File: src/rtl/dac_spi_out.sv
// dac_spi_out: serial DAC driver fed from the modulator output.
//
// Takes one signed sample on each sample_valid strobe. The sample is truncated to DAC_WIDTH
// bits and, optionally, converted to offset binary. The result is shifted MSB-first to an SPI
// DAC using mode 0 (SCLK idles low and the DAC samples on the rising edge). A single-entry
// holding register sits between the strobe and the frame timing. If a held sample is replaced
// before it is sent, the event is flagged and counted.
//
// Ports:
//   clk            system clock
//   rst_n          asynchronous active-low reset
//   sample_in      signed two's-complement sample, IN_WIDTH bits
//   sample_valid   one-cycle strobe qualifying sample_in
//   clr_overrun    synchronous clear of overrun_cnt
//   dac_sclk       SPI clock, idles low
//   dac_mosi       SPI data, MSB first
//   dac_cs_n       SPI chip select, active low
//   busy           frame in progress or holding register full
//   overrun        one-cycle pulse when a held sample is overwritten
//   overrun_cnt    saturating count of overwrites
module dac_spi_out #(
    parameter int unsigned IN_WIDTH      = 32,
    parameter int unsigned DAC_WIDTH     = 16,
    parameter int unsigned SCLK_DIV      = 2,
    parameter int unsigned CS_IDLE       = 2,
    parameter bit          OFFSET_BINARY = 1'b1
) (
    input  logic                clk,
    input  logic                rst_n,
    input  logic [IN_WIDTH-1:0] sample_in,
    input  logic                sample_valid,
    input  logic                clr_overrun,
    output logic                dac_sclk,
    output logic                dac_mosi,
    output logic                dac_cs_n,
    output logic                busy,
    output logic                overrun,
    output logic [15:0]         overrun_cnt
);

    localparam int unsigned DIV_W = $clog2(SCLK_DIV + 1);
    localparam int unsigned GAP_W = $clog2(CS_IDLE + 1);
    localparam int unsigned BIT_W = $clog2(DAC_WIDTH + 1);

    typedef enum logic [1:0] {
        StIdle,
        StLoad,
        StShift,
        StGap
    } state_e;

    state_e               state_q, state_d;
    logic [DAC_WIDTH-1:0] hold_q, hold_d;
    logic                 hold_full_q, hold_full_d;
    logic [DAC_WIDTH-1:0] shift_q, shift_d;
    logic [DIV_W-1:0]     div_q, div_d;
    logic [BIT_W-1:0]     bit_q, bit_d;
    logic [GAP_W-1:0]     gap_q, gap_d;
    logic                 sclk_q, sclk_d;
    logic                 mosi_q, mosi_d;
    logic                 cs_n_q, cs_n_d;
    logic                 busy_q, busy_d;
    logic                 overrun_q, overrun_d;
    logic [15:0]          cnt_q, cnt_d;
    logic                 transfer;

    // Truncate to the top DAC_WIDTH bits. Offset binary only flips the sign bit.
    logic [DAC_WIDTH-1:0] code_raw;
    logic [DAC_WIDTH-1:0] code;

    assign code_raw = sample_in[IN_WIDTH-1 -: DAC_WIDTH];

    always_comb begin
        code = code_raw;
        if (OFFSET_BINARY) begin
            code[DAC_WIDTH-1] = ~code_raw[DAC_WIDTH-1];
        end
    end

    // Discarded low-order sample bits.
    if (IN_WIDTH > DAC_WIDTH) begin : g_unused_low
        logic unused_low;
        assign unused_low = ^sample_in[IN_WIDTH-DAC_WIDTH-1:0];
    end

    always_comb begin
        state_d     = state_q;
        hold_d      = hold_q;
        hold_full_d = hold_full_q;
        shift_d     = shift_q;
        div_d       = div_q;
        bit_d       = bit_q;
        gap_d       = gap_q;
        sclk_d      = sclk_q;
        mosi_d      = mosi_q;
        cs_n_d      = cs_n_q;
        overrun_d   = 1'b0;
        cnt_d       = cnt_q;
        transfer    = 1'b0;

        unique case (state_q)
            StIdle: begin
                if (hold_full_q) begin
                    state_d = StLoad;
                end
            end

            StLoad: begin
                transfer    = 1'b1;
                shift_d     = hold_q;
                hold_full_d = 1'b0;
                cs_n_d      = 1'b0;
                sclk_d      = 1'b0;
                mosi_d      = hold_q[DAC_WIDTH-1];
                div_d       = '0;
                bit_d       = '0;
                state_d     = StShift;
            end

            StShift: begin
                if (div_q == DIV_W'(SCLK_DIV - 1)) begin
                    div_d = '0;
                    if (!sclk_q) begin
                        sclk_d = 1'b1;
                    end else begin
                        sclk_d = 1'b0;
                        if (bit_q == BIT_W'(DAC_WIDTH - 1)) begin
                            // The last high phase closes the frame.
                            cs_n_d  = 1'b1;
                            mosi_d  = 1'b0;
                            gap_d   = '0;
                            state_d = StGap;
                        end else begin
                            // Falling edge: present the next bit for the following rise.
                            bit_d   = bit_q + 1'b1;
                            shift_d = shift_q << 1;
                            mosi_d  = shift_q[DAC_WIDTH-2];
                        end
                    end
                end else begin
                    div_d = div_q + 1'b1;
                end
            end

            StGap: begin
                if (gap_q == GAP_W'(CS_IDLE - 1)) begin
                    state_d = hold_full_q ? StLoad : StIdle;
                end else begin
                    gap_d = gap_q + 1'b1;
                end
            end

            default: state_d = StIdle;
        endcase

        // A strobe always lands in the holding register. It counts as an overrun only when
        // the previous code is still waiting there and is not being moved out this cycle.
        if (sample_valid) begin
            if (hold_full_q && !transfer) begin
                overrun_d = 1'b1;
            end
            hold_d      = code;
            hold_full_d = 1'b1;
        end

        if (clr_overrun) begin
            cnt_d = overrun_d ? 16'd1 : 16'd0;
        end else if (overrun_d && (cnt_q != 16'hFFFF)) begin
            cnt_d = cnt_q + 16'd1;
        end

        busy_d = (state_d != StIdle) | hold_full_d;
    end

    always_ff @(posedge clk or negedge rst_n) begin
        if (!rst_n) begin
            state_q     <= StIdle;
            hold_q      <= '0;
            hold_full_q <= 1'b0;
            shift_q     <= '0;
            div_q       <= '0;
            bit_q       <= '0;
            gap_q       <= '0;
            sclk_q      <= 1'b0;
            mosi_q      <= 1'b0;
            cs_n_q      <= 1'b1;
            busy_q      <= 1'b0;
            overrun_q   <= 1'b0;
            cnt_q       <= 16'd0;
        end else begin
            state_q     <= state_d;
            hold_q      <= hold_d;
            hold_full_q <= hold_full_d;
            shift_q     <= shift_d;
            div_q       <= div_d;
            bit_q       <= bit_d;
            gap_q       <= gap_d;
            sclk_q      <= sclk_d;
            mosi_q      <= mosi_d;
            cs_n_q      <= cs_n_d;
            busy_q      <= busy_d;
            overrun_q   <= overrun_d;
            cnt_q       <= cnt_d;
        end
    end

    assign dac_sclk    = sclk_q;
    assign dac_mosi    = mosi_q;
    assign dac_cs_n    = cs_n_q;
    assign busy        = busy_q;
    assign overrun     = overrun_q;
    assign overrun_cnt = cnt_q;

endmodule

File: config.mk
export PLATFORM = sky130hd
export DESIGN_NAME = dac_spi_out
export DESIGN_NICKNAME = d
export VERILOG_FILES = /design/src/rtl/dac_spi_out.sv
export SDC_FILE = /design/constraint.sdc
export NUM_CORES = 1
export LEC_CHECK = 0
export CAP_MARGIN = 20
export CORE_ASPECT_RATIO = 1.5
export CORE_MARGIN = 10
export CORE_UTILIZATION = 46
export CTS_CLUSTER_DIAMETER = 30
export CTS_CLUSTER_SIZE = 40
export DETAILED_ROUTE_END_ITERATION = 10
export GPL_TIMING_DRIVEN = 0
export PLACE_DENSITY = 0.77
export SKIP_LAST_GASP = 1
export SLEW_MARGIN = 15
export SYNTH_ARGS = -nofsm -noshare
export SYNTH_HDL_FRONTEND = slang
export SYNTH_SLANG_ARGS = --single-unit
export TNS_END_PERCENT = 20
File: constraint.sdc
create_clock -name clk -period 2.8 [get_ports clk]
set_clock_uncertainty 0.05 [all_clocks]
set_input_delay 0.56 -clock clk [delete_from_list [all_inputs] [get_ports clk]]
set_output_delay 0.56 -clock clk [all_outputs]
set_load 0.05 [all_outputs]
* Word-level counts from Yosys, hierarchy flattened
Cells that the tools add are included.
** Word-level totals
- Bits in registers :: 64
- Output and inout bits :: 21
- Bits of input ports :: 36
- Word-level logic and storage cells :: 85
** Operators by class
- Add/subtract/negate cells :: 4
- Equal/unequal tests :: 12
- Bitwise logic cells :: 2
- Muxes and demuxes :: 41
- Reduce and logical (&&, ||, !) cells :: 13
** Operators by type and width (count)
- two-way mux 15 bit :: 3
- two-way mux 16 bit :: 2
- one-hot mux 15 bit (2 select lines) :: 1
- two-way mux 2 bit :: 10
- adder 16 x 1 -> 16 bit, second input constant :: 1
- != test 16 bit, second input constant :: 1
- two-way mux 1 bit :: 15
- two-way mux 5 bit :: 3
- != test 2 bit, second input constant :: 5
- one-hot mux 5 bit (2 select lines) :: 1
- one-hot mux 2 bit (2 select lines) :: 2
- one-hot mux 2 bit (4 select lines) :: 1
- AND reduction 4 bit :: 2
- nonzero test 2 bit :: 4
- equality test 2 x 1 -> 1 bit, second input constant :: 3
- one-hot mux 1 bit (2 select lines) :: 3
- adder 5 x 1 -> 5 bit, second input constant :: 1
- equality test 5 x 4 -> 1 bit, second input constant :: 1
- AND reduction 5 bit :: 1
- adder 2 x 1 -> 2 bit, second input constant :: 2
- equality test 2 bit, second input constant :: 2
- AND reduction 3 bit :: 1
- logical AND 1 bit :: 2
- logical NOT 2 bit :: 1
- other kinds (4) :: 4

* Logic depth before layout (Yosys ltp)
Gate-level depths: netlist (run 1).
- Word-level depth :: 9
- Gate-level depth with buffers :: 9
- Depth with buffers taken out :: 7

* Worst setup path after synthesis (run 1)
OpenSTA, ideal clock, no wires.
- Kind :: register to register
- From :: register cnt_q[0], in the netlist overrun_cnt[0]
- To :: register cnt_q[6], in the netlist overrun_cnt[6]
- Library setup time :: 0.078 ns
- Data required time :: 2.672 ns
- Cell stages (with the launch flop) :: 7
- Path buffers :: 1
- Clock period less this slack :: 2.137 ns
- Arrival :: 2.009 ns
- Path slack :: 0.663 ns
- Cells stage by stage :: dfrtp_1 > ha_1 > nand3_1 > or2_0 > buf_2 > or4_1 > a21oi_1
** On the way
- Longest elaborated chain between the ends :: 3
- Elaborated cells between the ends (all ways) :: 6
- Those cells by class :: 1 x add/sub; 1 x eq/ne; 2 x mux; 2 x reduce/logical
** RTL lines
- start, declared :: line 64 : logic [15:0] cnt_q, cnt_d;
- start signal, assigned :: line 203 : cnt_q <= cnt_d;
- adder 16 x 1 -> 16 bit or != test 16 bit (tied branches) :: line 169, 168
- two-way mux 16 bit or logical AND 1 bit (tied branches) :: line 168 : end else if (overrun_d && (cnt_q != 16'hFFFF)) begin
- two-way mux 16 bit or nonzero test 2 bit (tied branches)
Parallel ways exist; a longest one is shown, timed or not. The select of a mux whose other input is x is not followed.
A chain may end at the register's enable or synchronous reset.

* Final worst setup path (run 1)
- From :: register bit_q[0]
- To :: register shift_q[10]
** On the way
- Longest elaborated chain between the ends :: 3
** RTL lines
- start, declared :: line 57 : logic [BIT_W-1:0] bit_q, bit_d;
- start signal, assigned :: line 196 : bit_q <= bit_d;
- equality test 5 x 4 -> 1 bit :: line 127 : if (bit_q == BIT_W'(DAC_WIDTH - 1)) begin
- != test 2 bit (no source line)
- AND reduction 4 bit (no source line)
- end signal, assigned :: line 194 : shift_q <= shift_d;
- end, declared :: line 55 : logic [DAC_WIDTH-1:0] shift_q, shift_d;
Every way passes these cells.

==> metrics.cfg, run 1 <==
[outcome]
outcome=complete, no violations

[grt]
antenna_found_initial=0
number_of_global_route_vias_before_repair=2531
global_route_usage_over_all_layers_pct=13.5
grt_overflow=0
first_pass_grt_wire_length_mm=11.8
pin_count_of_the_biggest_net_entering_global_routing=57

[setup_path]
critPathArrivalTime_ns=2.45
cp-end-kind=flop
timing.critical_path.buf_inv=2
path_max_fanout=10
path_common_cell=ha_1
crit_type=flop to flop
timing.critical_path.from_type=flop
critical_path.top_delay_family=simple AND/OR/NAND/NOR gates
timing.critical_path.slowest_stage_cell=dfrtp_1
worstPathCellList=ha_1 -> and3_1 -> ha_1 -> nor2b_1 -> a21oi_1 -> clkbuf_1 -> buf_2 -> nand2_1 -> o21ai_0
cp.required_ns=2.95
critPathMaxStageDelay_ns=0.41

[synthesis]
synthFlopType=dfrtp_1
post_synth_instance_area_um2=3090
ys_ff_latch=64
netlist.area_leader.share_pct=51.0
syn_nets=333
yosys.area.top_type=dfrtp_1
synth.yosys.seq_area_share_pct=51.9
synth-warning-count=0
synthCells=289
synth.area.top_cells=dfrtp_1 (51%), mux2_2 (6.9%), mux2i_1 (5.8%), o21ai_0 (3.9%), ha_1 (3.2%)
count_of_flip_flops_with_a_built_in_enable_after_synthesis=0
ys_async_sr_fraction_pct=100
synth.distinct_cells=49
avgSynthCellArea_um2=10.7

[cts]
clock_sink_count=64
clock_tree.root_cell=clkbuf_8
insertion_delay_ns=0.34
path_clk_slew_ns=0.08
total_cts_buffers=9
tritoncts=yes
post-cts-setup-buffers=0
cts.htree.levels=3
cts_buffer_depth=2

[timing]
worst_slew_pin_slew_ns=0.624
setup_slack_ns=0.497
fmax_ghz=0.434
grt_setup_unrepaired=false
finalCriticalPeriod_ns=2.30
timing.final.hold_violations=0
slew_violations=0
slew_headroom_pct=57.8
timing.final.setup_violations=0
min_period_over_period_pct=82.2

[routing]
vias_per_cell=5.59
detail-route-antenna-nets=0
drc_violations_left=0
post_drt_wl_per_cell_um=16.0
drtPass1Iterations=4
routed-wl-met3_um=331
detailed_route_wirelength_on_metal2_mm=3.42
highest_layer=met4
total_length_of_routed_wires_mm=6.77
initialDrtViolationCount=165
detailroute.via_count=2359
wirelength_met1_mm=2.88

[power]
clk_pwr_share_pct=26.2
total_power_mw=3.08
comb_power_share_pct=32.7
power.net_switching_mw=1.14
power_frac_seq_pct=41.0
power.internal_mw=1.95
power.share.switching_pct=36.9
leakage_nw=1.59
power.density_cell_area_nw_per_um2=808
vdd_drop_max_uv=365

[floorplan]
io_pins=57
core_um2=6530
floorplan.rows=36
fp.dieW_um=86.9
initial_utilization_pct=47.3
die_height_um=120
die_area_um2=10500

[final_layout]
area_occupied_by_multi_input_gates_um2=1380
area_growth_syn_to_layout_pct=23.4
finalNetCount=385
area_taken_by_flip_flops_and_latches_um2=1600
diodes_inserted=0
num-fill-cells=533
drive_gt1_share_pct=13.3

[flow_run]
max_capacitance_violation_total=0

[placement]
gp_congestion=0.784
dpl.hpwl_mm=4.86
place.port_buffers=39
place_worst_setup_slack_ns=0.561

[min_path]
hold_class=flop to flop

## worst min-delay path, cell delays in order (launching register included)
cell	delay [ns]
dfrtp_1	0.35
nand2_1	0.05
o21ai_0	0.06
## through the flow
stage / std cells / setup TNS [ns] / utilization, % / hold WS (ns) / cell area (um^2)
after floorplan: 289 / 0 / - / 0.214 / 3090
after detailed placement: 405 / 0 / 55.1 / 0.356 / 3600
after global routing: 422 / 0 / 58.4 / 0.474 / 3810
after global placement: 404 / -58.58 / 54.8 / 0.411 / 3580
after CTS: 422 / 0 / 58.4 / 0.447 / 3810
final: 422 / 0 / 58.4 / 0.441 / 3810
## flip-flops by register name, summed over array words and instances (netlist names)
register / cells
dac_sclk: 1
bit_q: 5
hold_full_q: 1
dac_mosi: 1
state_q: 2
div_q: 2
dac_cs_n: 1
hold_q: 16
overrun: 1
shift_q: 15
gap_q: 2
busy: 1
overrun_cnt: 16
## cells in the mapped netlist, types with 2 or more instances
cell / n
or4_1: 3
nand2_1: 26
and4_1: 4
mux2_2: 19
dfrtp_1: 63
clkbuf_1: 5
o31ai_1: 3
nor3b_1: 2
nor3_1: 3
o41ai_1: 2
inv_1: 15
and3_1: 3
o21ai_0: 24
o22ai_1: 2
a311oi_1: 3
nor2b_1: 4
a21oi_1: 16
buf_2: 5
a211oi_1: 2
nand3_1: 8
or3_1: 7
mux2i_1: 18
xor2_1: 2
ha_1: 8
nand4_1: 4
nor2_1: 12
nand2b_1: 4
## cell usage in the layout (no fill, tap or decap), types with 2 or more instances in the layout
| cell type | count |
|---|---|
| clkinvlp_4 | 3 |
| or3_1 | 7 |
| inv_1 | 15 |
| o21ai_0 | 24 |
| nand2b_1 | 4 |
| nand2_1 | 26 |
| a311oi_1 | 3 |
| buf_4 | 2 |
| nor2b_1 | 4 |
| nor3_1 | 3 |
| a21oi_1 | 16 |
| nand3_1 | 8 |
| o22ai_1 | 2 |
| o31ai_1 | 3 |
| clkbuf_8 | 9 |
| dfrtp_1 | 63 |
| ha_1 | 8 |
| nor2_1 | 12 |
| and4_1 | 4 |
| and3_1 | 3 |
| mux2_2 | 19 |
| o41ai_1 | 2 |
| or4_1 | 3 |
| nand4_1 | 4 |
| clkdlybuf4s50_1 | 38 |
| nor3b_1 | 2 |
| inv_6 | 2 |
| mux2i_1 | 18 |
| clkbuf_1 | 5 |
| a211oi_1 | 2 |
| xor2_1 | 2 |
| buf_2 | 5 |
## layer usage
metal | vias up | track usage (%)
met1 | 1151 | 15.3
li1 | 1150 | -
met3 | 11 | 4.03
met5 | - | 0
met4 | 0 | 6.20
met2 | 47 | 22.6
## power groups by stage
stage,Combinational (mW),Sequential [mW],Clock (mW)
after floorplan,0.618,1.36,0
after detailed placement,1.01,1.28,0
final,1.01,1.27,0.808
after global routing,1.13,1.29,0.856
after CTS,1.02,1.27,0.822
after global placement,0.969,1.27,0
## what timing repair did
item | in CTS | in global routing
resized for setup | 0 | 0
hold buffers | 1 | 0
endpoints found under the hold margin | 8 | 0
## kinds of logic after synthesis
logic type               after synthesis  synth area share (%)
AND/OR/NAND/NOR                       90                  16.2
flip-flops                            64                  51.9
AO/OA/AOI/OAI                         61                  11.8
multiplexers                          37                  12.8
buffers and inverters                 27                  3.60
adder cells (fa/ha/maj)                8                  3.24
XOR/XNOR                               2                 0.567
## final timing paths
check | from | endpoint | slack (ns) | cells past startpoint
max reg2reg | bit_q[0] | shift_q[10] | 0.50 | 9
min | shift_q[3] | shift_q[3] | 0.44 | 2
min reg2reg | shift_q[3] | shift_q[3] | 0.44 | 2
max in group asynchronous | rst_n | dac_cs_n | 1.62 | 3
max | bit_q[0] | shift_q[10] | 0.50 | 9
min in group asynchronous | rst_n | hold_q[7] | 0.53 | 2
## cell type report
cell class | count | share of cell area, %
Sequential cell | 64 | 42.0
Multi-Input combinational cell | 198 | 36.1
Timing Repair Buffer | 41 | 11.2
Clock buffer | 9 | 3.25
Tap cell | 76 | 2.49
Clock inverter | 7 | 2.07
Inverter | 15 | 1.48
Buffer | 12 | 1.44
Note: power is estimated with default switching activity, not from simulation.
==> run 2, diff against run 1 <==
- clock period: 2.8 -> 2.14 ns (I/O delays scaled with it)
==> metrics.cfg, run 2 (same netlist as run 1, synthesis figures left out) <==
[outcome]
outcome=complete, but fails checks  ; was complete, no violations
violations=negative setup slack

[floorplan]
die_height_um=120  ; unchanged
fp.dieW_um=86.9  ; unchanged
die_area_um2=10500  ; unchanged
initial_utilization_pct=47.3  ; unchanged
core_um2=6530  ; unchanged
io_pins=57  ; unchanged
floorplan.rows=36  ; unchanged

[timing]
grt_setup_unrepaired=true  ; was false
slew_headroom_pct=59.8  ; was 57.8%
fmax_ghz=0.463
slew_violations=0  ; unchanged
min_period_over_period_pct=101
worst_slew_pin_slew_ns=0.604  ; was 0.624 ns
holdWs_ns=0.374  ; was 0.441 ns
setup_slack_ns=-0.0175  ; was 0.497 ns
timing.final.hold_violations=0  ; unchanged
timing.setup.tns_ns=-0.0231  ; was 0 ns
finalCriticalPeriod_ns=2.16
timing.final.setup_violations=2  ; was 0

[placement]
place.port_buffers=39  ; unchanged
gp_congestion=0.784  ; unchanged
dp_cells=405  ; unchanged
dpl.hpwl_mm=4.86  ; unchanged
place_worst_setup_slack_ns=-0.0992  ; was 0.561 ns

[min_path]
worstHoldPathCells=2  ; unchanged
hp-start=sample_valid  ; was shift_q[3]
hold_class=input pin to flop  ; was flop to flop
holdPathEnd=hold_full_q  ; was shift_q[3]

[final_layout]
area_taken_by_flip_flops_and_latches_um2=1600  ; unchanged
finalNetCount=386  ; was 385
area_occupied_by_multi_input_gates_um2=1390  ; was 1380 um^2
num-fill-cells=528  ; was 533
diodes_inserted=0  ; unchanged
layout.cells.most_common=dfrtp_1  ; unchanged
layout_common_cells=dfrtp_1 (63), clkdlybuf4s50_1 (37), nand2_1 (26)  ; was dfrtp_1 (63), clkdlybuf4s50_1 (38), nand2_1 (26)
area_growth_syn_to_layout_pct=24.4  ; was 23.4%
finalCoreUtilization_pct=58.9  ; was 58.4%
drive_gt1_share_pct=14.4  ; was 13.3%
final_cells=423  ; was 422

[routing]
detailroute.via_count=2371  ; was 2359
drc_violations_left=0  ; unchanged
post_drt_wl_per_cell_um=16.0  ; about the same
total_length_of_routed_wires_mm=6.76  ; was 6.77 mm
detail-route-antenna-nets=0  ; unchanged
drtPass1Iterations=4  ; unchanged
vias_per_cell=5.61  ; was 5.59
initialDrtViolationCount=141  ; was 165

[setup_path]
timing.reg2reg.worst_path_depth=7  ; was 9
timing.critical_path.slowest_stage_cell=clkdlybuf4s50_1  ; was dfrtp_1
worstReg2RegStart=bit_q[0]  ; unchanged
worstPathCellList=clkdlybuf4s50_1  ; was ha_1 -> and3_1 -> ha_1 -> nor2b_1 -> a21oi_1 -> clkbuf_1 -> buf_2 -> nand2_1 -> o21ai_0
path_max_fanout=3  ; was 10
r2r_slack_ns=0.04  ; was 0.50 ns
timing.critical_path.buf_inv=1  ; was 2
timing.critical_path.from_type=flop  ; unchanged
r2r_end=busy  ; was shift_q[10]
cp.required_ns=1.66  ; was 2.95 ns
critPathArrivalTime_ns=1.68  ; was 2.45 ns
critical_path.top_delay_family=buffers and inverters  ; was simple AND/OR/NAND/NOR gates
cp-end-kind=primary output  ; was flop
critPathMaxStageDelay_ns=0.80  ; was 0.41 ns
crit_type=flop to primary output  ; was flop to flop

[power]
power.internal_mw=2.57  ; was 1.95 mW
power.net_switching_mw=1.49  ; was 1.14 mW
clk_pwr_share_pct=25.9  ; was 26.2%
vdd_drop_max_uv=478  ; was 365 uV
power.density_cell_area_nw_per_um2=1060  ; was 808 nW/um^2
comb_power_share_pct=33.3  ; was 32.7%
power.share.switching_pct=36.7  ; was 36.9%
leakage_nw=1.62  ; was 1.59 nW
power_frac_seq_pct=40.7  ; was 41.0%

[grt]
global_route_usage_over_all_layers_pct=13.5  ; about the same
first_pass_grt_wire_length_mm=11.8  ; about the same
grt_overflow=0  ; unchanged
number_of_global_route_vias_before_repair=2532  ; was 2531
antenna_found_initial=0  ; unchanged
pin_count_of_the_biggest_net_entering_global_routing=57  ; unchanged

[cts]
clock_tree.root_cell=clkbuf_8  ; unchanged
clock_sink_count=64  ; unchanged
path_clk_slew_ns=0.07  ; was 0.08 ns
insertion_delay_ns=0.34  ; about the same
cts_buffer_depth=2  ; unchanged
total_cts_buffers=9  ; unchanged
cts.htree.levels=3  ; unchanged
tritoncts=yes  ; unchanged

[flow_run]
max_capacitance_violation_total=0  ; unchanged

[run 2: changes by cell type in the layout (fill, tap and decap cells not counted)]
| cell | before | now |
|---|---|---|
| nor4b_1 | 1 | 0 |
| nor2b_1 | 4 | 3 |
| clkdlybuf4s50_1 | 38 | 37 |
| nor2b_4 | 0 | 1 |
| clkbuf_1 | 5 | 4 |
| dlymetal6s2s_1 | 0 | 1 |
| buf_2 | 5 | 4 |
| buf_4 | 2 | 3 |
| nor4b_2 | 0 | 1 |
| clkbuf_4 | 0 | 2 |
[run 2: metal layers]
layer  global-route usage, %  up-vias  wire length [um]
met2                    22.6       52              3450
li1                        -     1153                 -
met3                    4.03       11               344
met5                       0        -                 0
met4                    6.20        0               133
met1                    15.3     1155              2830
[run 2: per-stage QoR]
step / power, mW / cell area [um^2]
after floorplan: 2.59 / 3090
after global placement: 2.93 / 3580
after detailed placement: 2.99 / 3600
after CTS: 4.07 / 3820
after global routing: 4.32 / 3840
final: 4.06 / 3840
[run 2: what timing repair did]
item,in CTS,in global routing
setup endpoints to repair,16,26
gates resized for setup,3,5
setup buffers,0,1
hold endpoints to repair,8,0
hold buffers,1,0
[run 2: layout make-up]
type,count,area share [%]
plain buffers,12,1.60
flip-flops and latches,64,41.7
clock inverters,7,2.05
repair buffers,42,11.3
well taps,76,2.47
inverters,15,1.46
clock buffers,9,3.22
multi-input cells,198,36.2
[run 2: worst max path at each step]
stage / start / to / slack, ns / cells after the start
after global routing: overrun_cnt[11] / overrun_cnt[11] / -0.07 / 1
after CTS: dac_cs_n / dac_cs_n / -0.04 / 1
final: dac_cs_n / dac_cs_n / -0.02 / 1
after floorplan: overrun_cnt[0] / overrun_cnt[6] / 0.003 / 6
after detailed placement: state_q[1] / overrun_cnt[11] / -0.1 / 6
after global placement: rst_n / gap_q[0] / -1.46 / 1
[run 2: power groups by stage]
| stage | Clock (mW) | Combinational, mW | Sequential [mW] |
|---|---|---|---|
| 4_1_cts | 1.08 | 1.33 | 1.66 |
| 6_report | 1.05 | 1.35 | 1.66 |
| 3_3_place_gp | 0 | 1.27 | 1.66 |
| 2_1_floorplan | 0 | 0.809 | 1.78 |
| 3_5_place_dp | 0 | 1.32 | 1.68 |
| 5_1_grt | 1.12 | 1.51 | 1.69 |
==> run 3, diff against run 2 <==
- ABC_AREA: not set -> 1
- GPL_TIMING_DRIVEN: 0 -> not set
- PLACE_DENSITY: 0.77 -> not set
- PLACE_DENSITY_LB_ADDON: not set -> 0.1
==> metrics.cfg, run 3 <==
[outcome]
outcome=complete, no violations  ; was complete, but fails checks

[floorplan]
fp.dieW_um=88.1  ; was 86.9 um
floorplan.rows=37  ; was 36
io_pins=57  ; unchanged
die_area_um2=10800  ; was 10500 um^2
initial_utilization_pct=47.0  ; was 47.3%
core_um2=6810  ; was 6530 um^2
die_height_um=122  ; was 120 um

[routing]
highest_layer=met4  ; unchanged
routed-wl-met3_um=341  ; was 344 um
wirelength_met1_mm=2.98  ; was 2.83 mm
post_drt_wl_per_cell_um=13.1  ; was 16.0 um
vias_per_cell=5.03  ; was 5.61
drc_violations_left=0  ; unchanged
total_length_of_routed_wires_mm=7.04  ; was 6.76 mm
detail-route-antenna-nets=0  ; unchanged
detailed_route_wirelength_on_metal2_mm=3.63  ; was 3.45 mm
initialDrtViolationCount=155  ; was 141
detailroute.via_count=2709  ; was 2371
drtPass1Iterations=4  ; unchanged

[power]
leakage_nw=1.95  ; was 1.62 nW
total_power_mw=2.42  ; was 4.06 mW
power.density_cell_area_nw_per_um2=613  ; was 1060 nW/um^2
vdd_drop_max_uv=426  ; was 478 uV

[grt]
grt_overflow=0  ; unchanged
first_pass_grt_wire_length_mm=12.2  ; was 11.8 mm
global_route_usage_over_all_layers_pct=14.0  ; was 13.5%
number_of_global_route_vias_before_repair=2720  ; was 2532
antenna_found_initial=0  ; unchanged
pin_count_of_the_biggest_net_entering_global_routing=65  ; was 57

[synthesis]
ys_ff_latch=64  ; unchanged
yosysMostFrequentCell=nand2_1  ; was dfrtp_1
syn_nets=446  ; was 333
count_of_flip_flops_with_a_built_in_enable_after_synthesis=0  ; unchanged
netlist.area_leader.share_pct=49.2  ; was 51.0%
synth.yosys.seq_area_share_pct=50.1  ; was 51.9%
netlist_top_cells_count=nand2_1 (155), dfrtp_1 (63), nor2_1 (41)  ; was dfrtp_1 (63), nand2_1 (26), o21ai_0 (24)
synth.distinct_cells=30  ; was 49
synthCells=402  ; was 289
avgSynthCellArea_um2=7.96  ; was 10.7 um^2
synth.area.top_cells=dfrtp_1 (49%), nand2_1 (18%), nor2_1 (4.8%), inv_1 (3.5%), ha_1 (3.1%)  ; was dfrtp_1 (51%), mux2_2 (6.9%), mux2i_1 (5.8%), o21ai_0 (3.9%), ha_1 (3.2%)
post_synth_instance_area_um2=3200  ; was 3090 um^2
synth-warning-count=0  ; unchanged
ys_async_sr_fraction_pct=100  ; unchanged
synthFlopType=dfrtp_1  ; unchanged
yosys.area.top_type=dfrtp_1  ; unchanged

[placement]
dpl.hpwl_mm=5.04  ; was 4.86 mm
place.port_buffers=40  ; was 39
detailed_place.area_um2=3720  ; was 3600 um^2
place_worst_setup_slack_ns=0.114  ; was -0.0992 ns
gp_congestion=0.864  ; was 0.784

[flow_run]
max_capacitance_violation_total=0  ; unchanged

[min_path]
hold_class=input pin to async pin  ; was input pin to flop

[cts]
clock_tree.root_cell=clkbuf_8  ; unchanged
clock_sink_count=64  ; unchanged
total_cts_buffers=9  ; unchanged
cts.hold.buffers_added=0  ; was 1
insertion_delay_ns=0.33  ; was 0.34 ns
tritoncts=yes  ; unchanged
path_clk_slew_ns=0.07  ; about the same
cts.htree.levels=3  ; unchanged
cts_buffer_depth=2  ; unchanged

[setup_path]
critPathMaxStageDelay_ns=0.85  ; was 0.80 ns
timing.critical_path.buf_inv=1  ; unchanged
timing.critical_path.from_type=flop  ; unchanged
timing.critical_path.slowest_stage_cell=clkdlybuf4s50_1  ; unchanged
cp-end-kind=primary output  ; unchanged
critical_path.top_delay_family=buffers and inverters  ; unchanged
crit_type=flop to primary output  ; unchanged
path_max_fanout=5  ; was 3
worstPathCellList=clkdlybuf4s50_1  ; unchanged
cp.required_ns=1.66  ; about the same
critPathArrivalTime_ns=1.65  ; was 1.68 ns

[final_layout]
layout_common_cells=nand2_1 (155), dfrtp_1 (63), nor2_1 (41)  ; was dfrtp_1 (63), clkdlybuf4s50_1 (37), nand2_1 (26)
finalNetCount=500  ; was 386
diodes_inserted=0  ; unchanged
drive_gt1_share_pct=9.76  ; was 14.4%
layout.cells.most_common=nand2_1  ; was dfrtp_1
stdcell_area_um2=3950  ; was 3840 um^2
area_growth_syn_to_layout_pct=23.4  ; was 24.4%

[timing]
setup_slack_ns=0.00931  ; was -0.0175 ns
timing.final.hold_violations=0  ; unchanged
fmax_ghz=0.469  ; was 0.463 GHz
timing.final.setup_violations=0  ; was 2
slew_violations=0  ; unchanged
worst_slew_pin_slew_ns=0.506  ; was 0.604 ns
min_period_over_period_pct=99.6  ; was 101%
timing.setup.tns_ns=0  ; was -0.0231 ns
grt_setup_unrepaired=true  ; unchanged
finalCriticalPeriod_ns=2.13  ; was 2.16 ns
slew_headroom_pct=66.2  ; was 59.8%

[run 3: worst paths after layout]
check                      cells past startpoint             end      startpoint  slack, ns
max reg2reg                                   12     shift_q[10]        bit_q[0]       0.23
min reg2reg                                    2       hold_q[1]       hold_q[1]       0.42
max                                            1  overrun_cnt[4]  overrun_cnt[4]      0.009
min in group clk                               2       hold_q[1]       hold_q[1]       0.42
max in group asynchronous                      2        dac_cs_n           rst_n       1.69
min                                            2        gap_q[0]           rst_n       0.05
[run 3: cell families (layout without fill, tap and decap cells)]
| kind of cell | count (synthesis) | count (layout) | synth area share [%] |
|---|---|---|---|
| multiplexers | 1 | 1 | 0.313 |
| flip-flops | 64 | 64 | 50.1 |
| buffers and inverters | 46 | 105 | 6.10 |
| AO/OA/AOI/OAI | 45 | 45 | 8.21 |
| adder cells (fa/ha/maj) | 8 | 8 | 3.13 |
| XOR/XNOR | 5 | 5 | 1.37 |
| AND/OR/NAND/NOR | 233 | 233 | 30.8 |
[run 3: report_power, final]
group | switching [mW] | leakage [nW] | internal (mW)
clock | 0.445 | 0.0927 | 0.515
combinational | 0.110 | 1.05 | 0.0764
sequential | 0.0246 | 0.809 | 1.25
[run 3: final cells by class]
cell class,count,area [um^2]
flip-flops and latches,64,1600
well taps,78,97.6
inverters,33,126
clock inverters,2,12.5
clock buffers,14,173
fillers,662,2860
repair buffers,56,534
multi-input cells,292,1400
[run 3: per-layer routing]
metal	up-vias	track usage, %
met5	-	0
met4	0	6.00
met3	6	4.14
met2	48	23.4
met1	1261	16.2
li1	1394	-
[run 3: through the flow]
stage	std cells	hold slack (ns)	util, %
finish	539	0.0519	58.0
global route	539	0.0474	58.0
CTS	534	0.0398	57.4
detailed placement	518	0.408	54.7
global placement	518	0.406	54.7
floorplan	402	0.0824	-
[run 3: timing repair]
item,4_1_cts,5_1_grt
gates cloned,0,0
buffers inserted,0,5
gates resized for setup,1,2
setup endpoints to repair,2,21
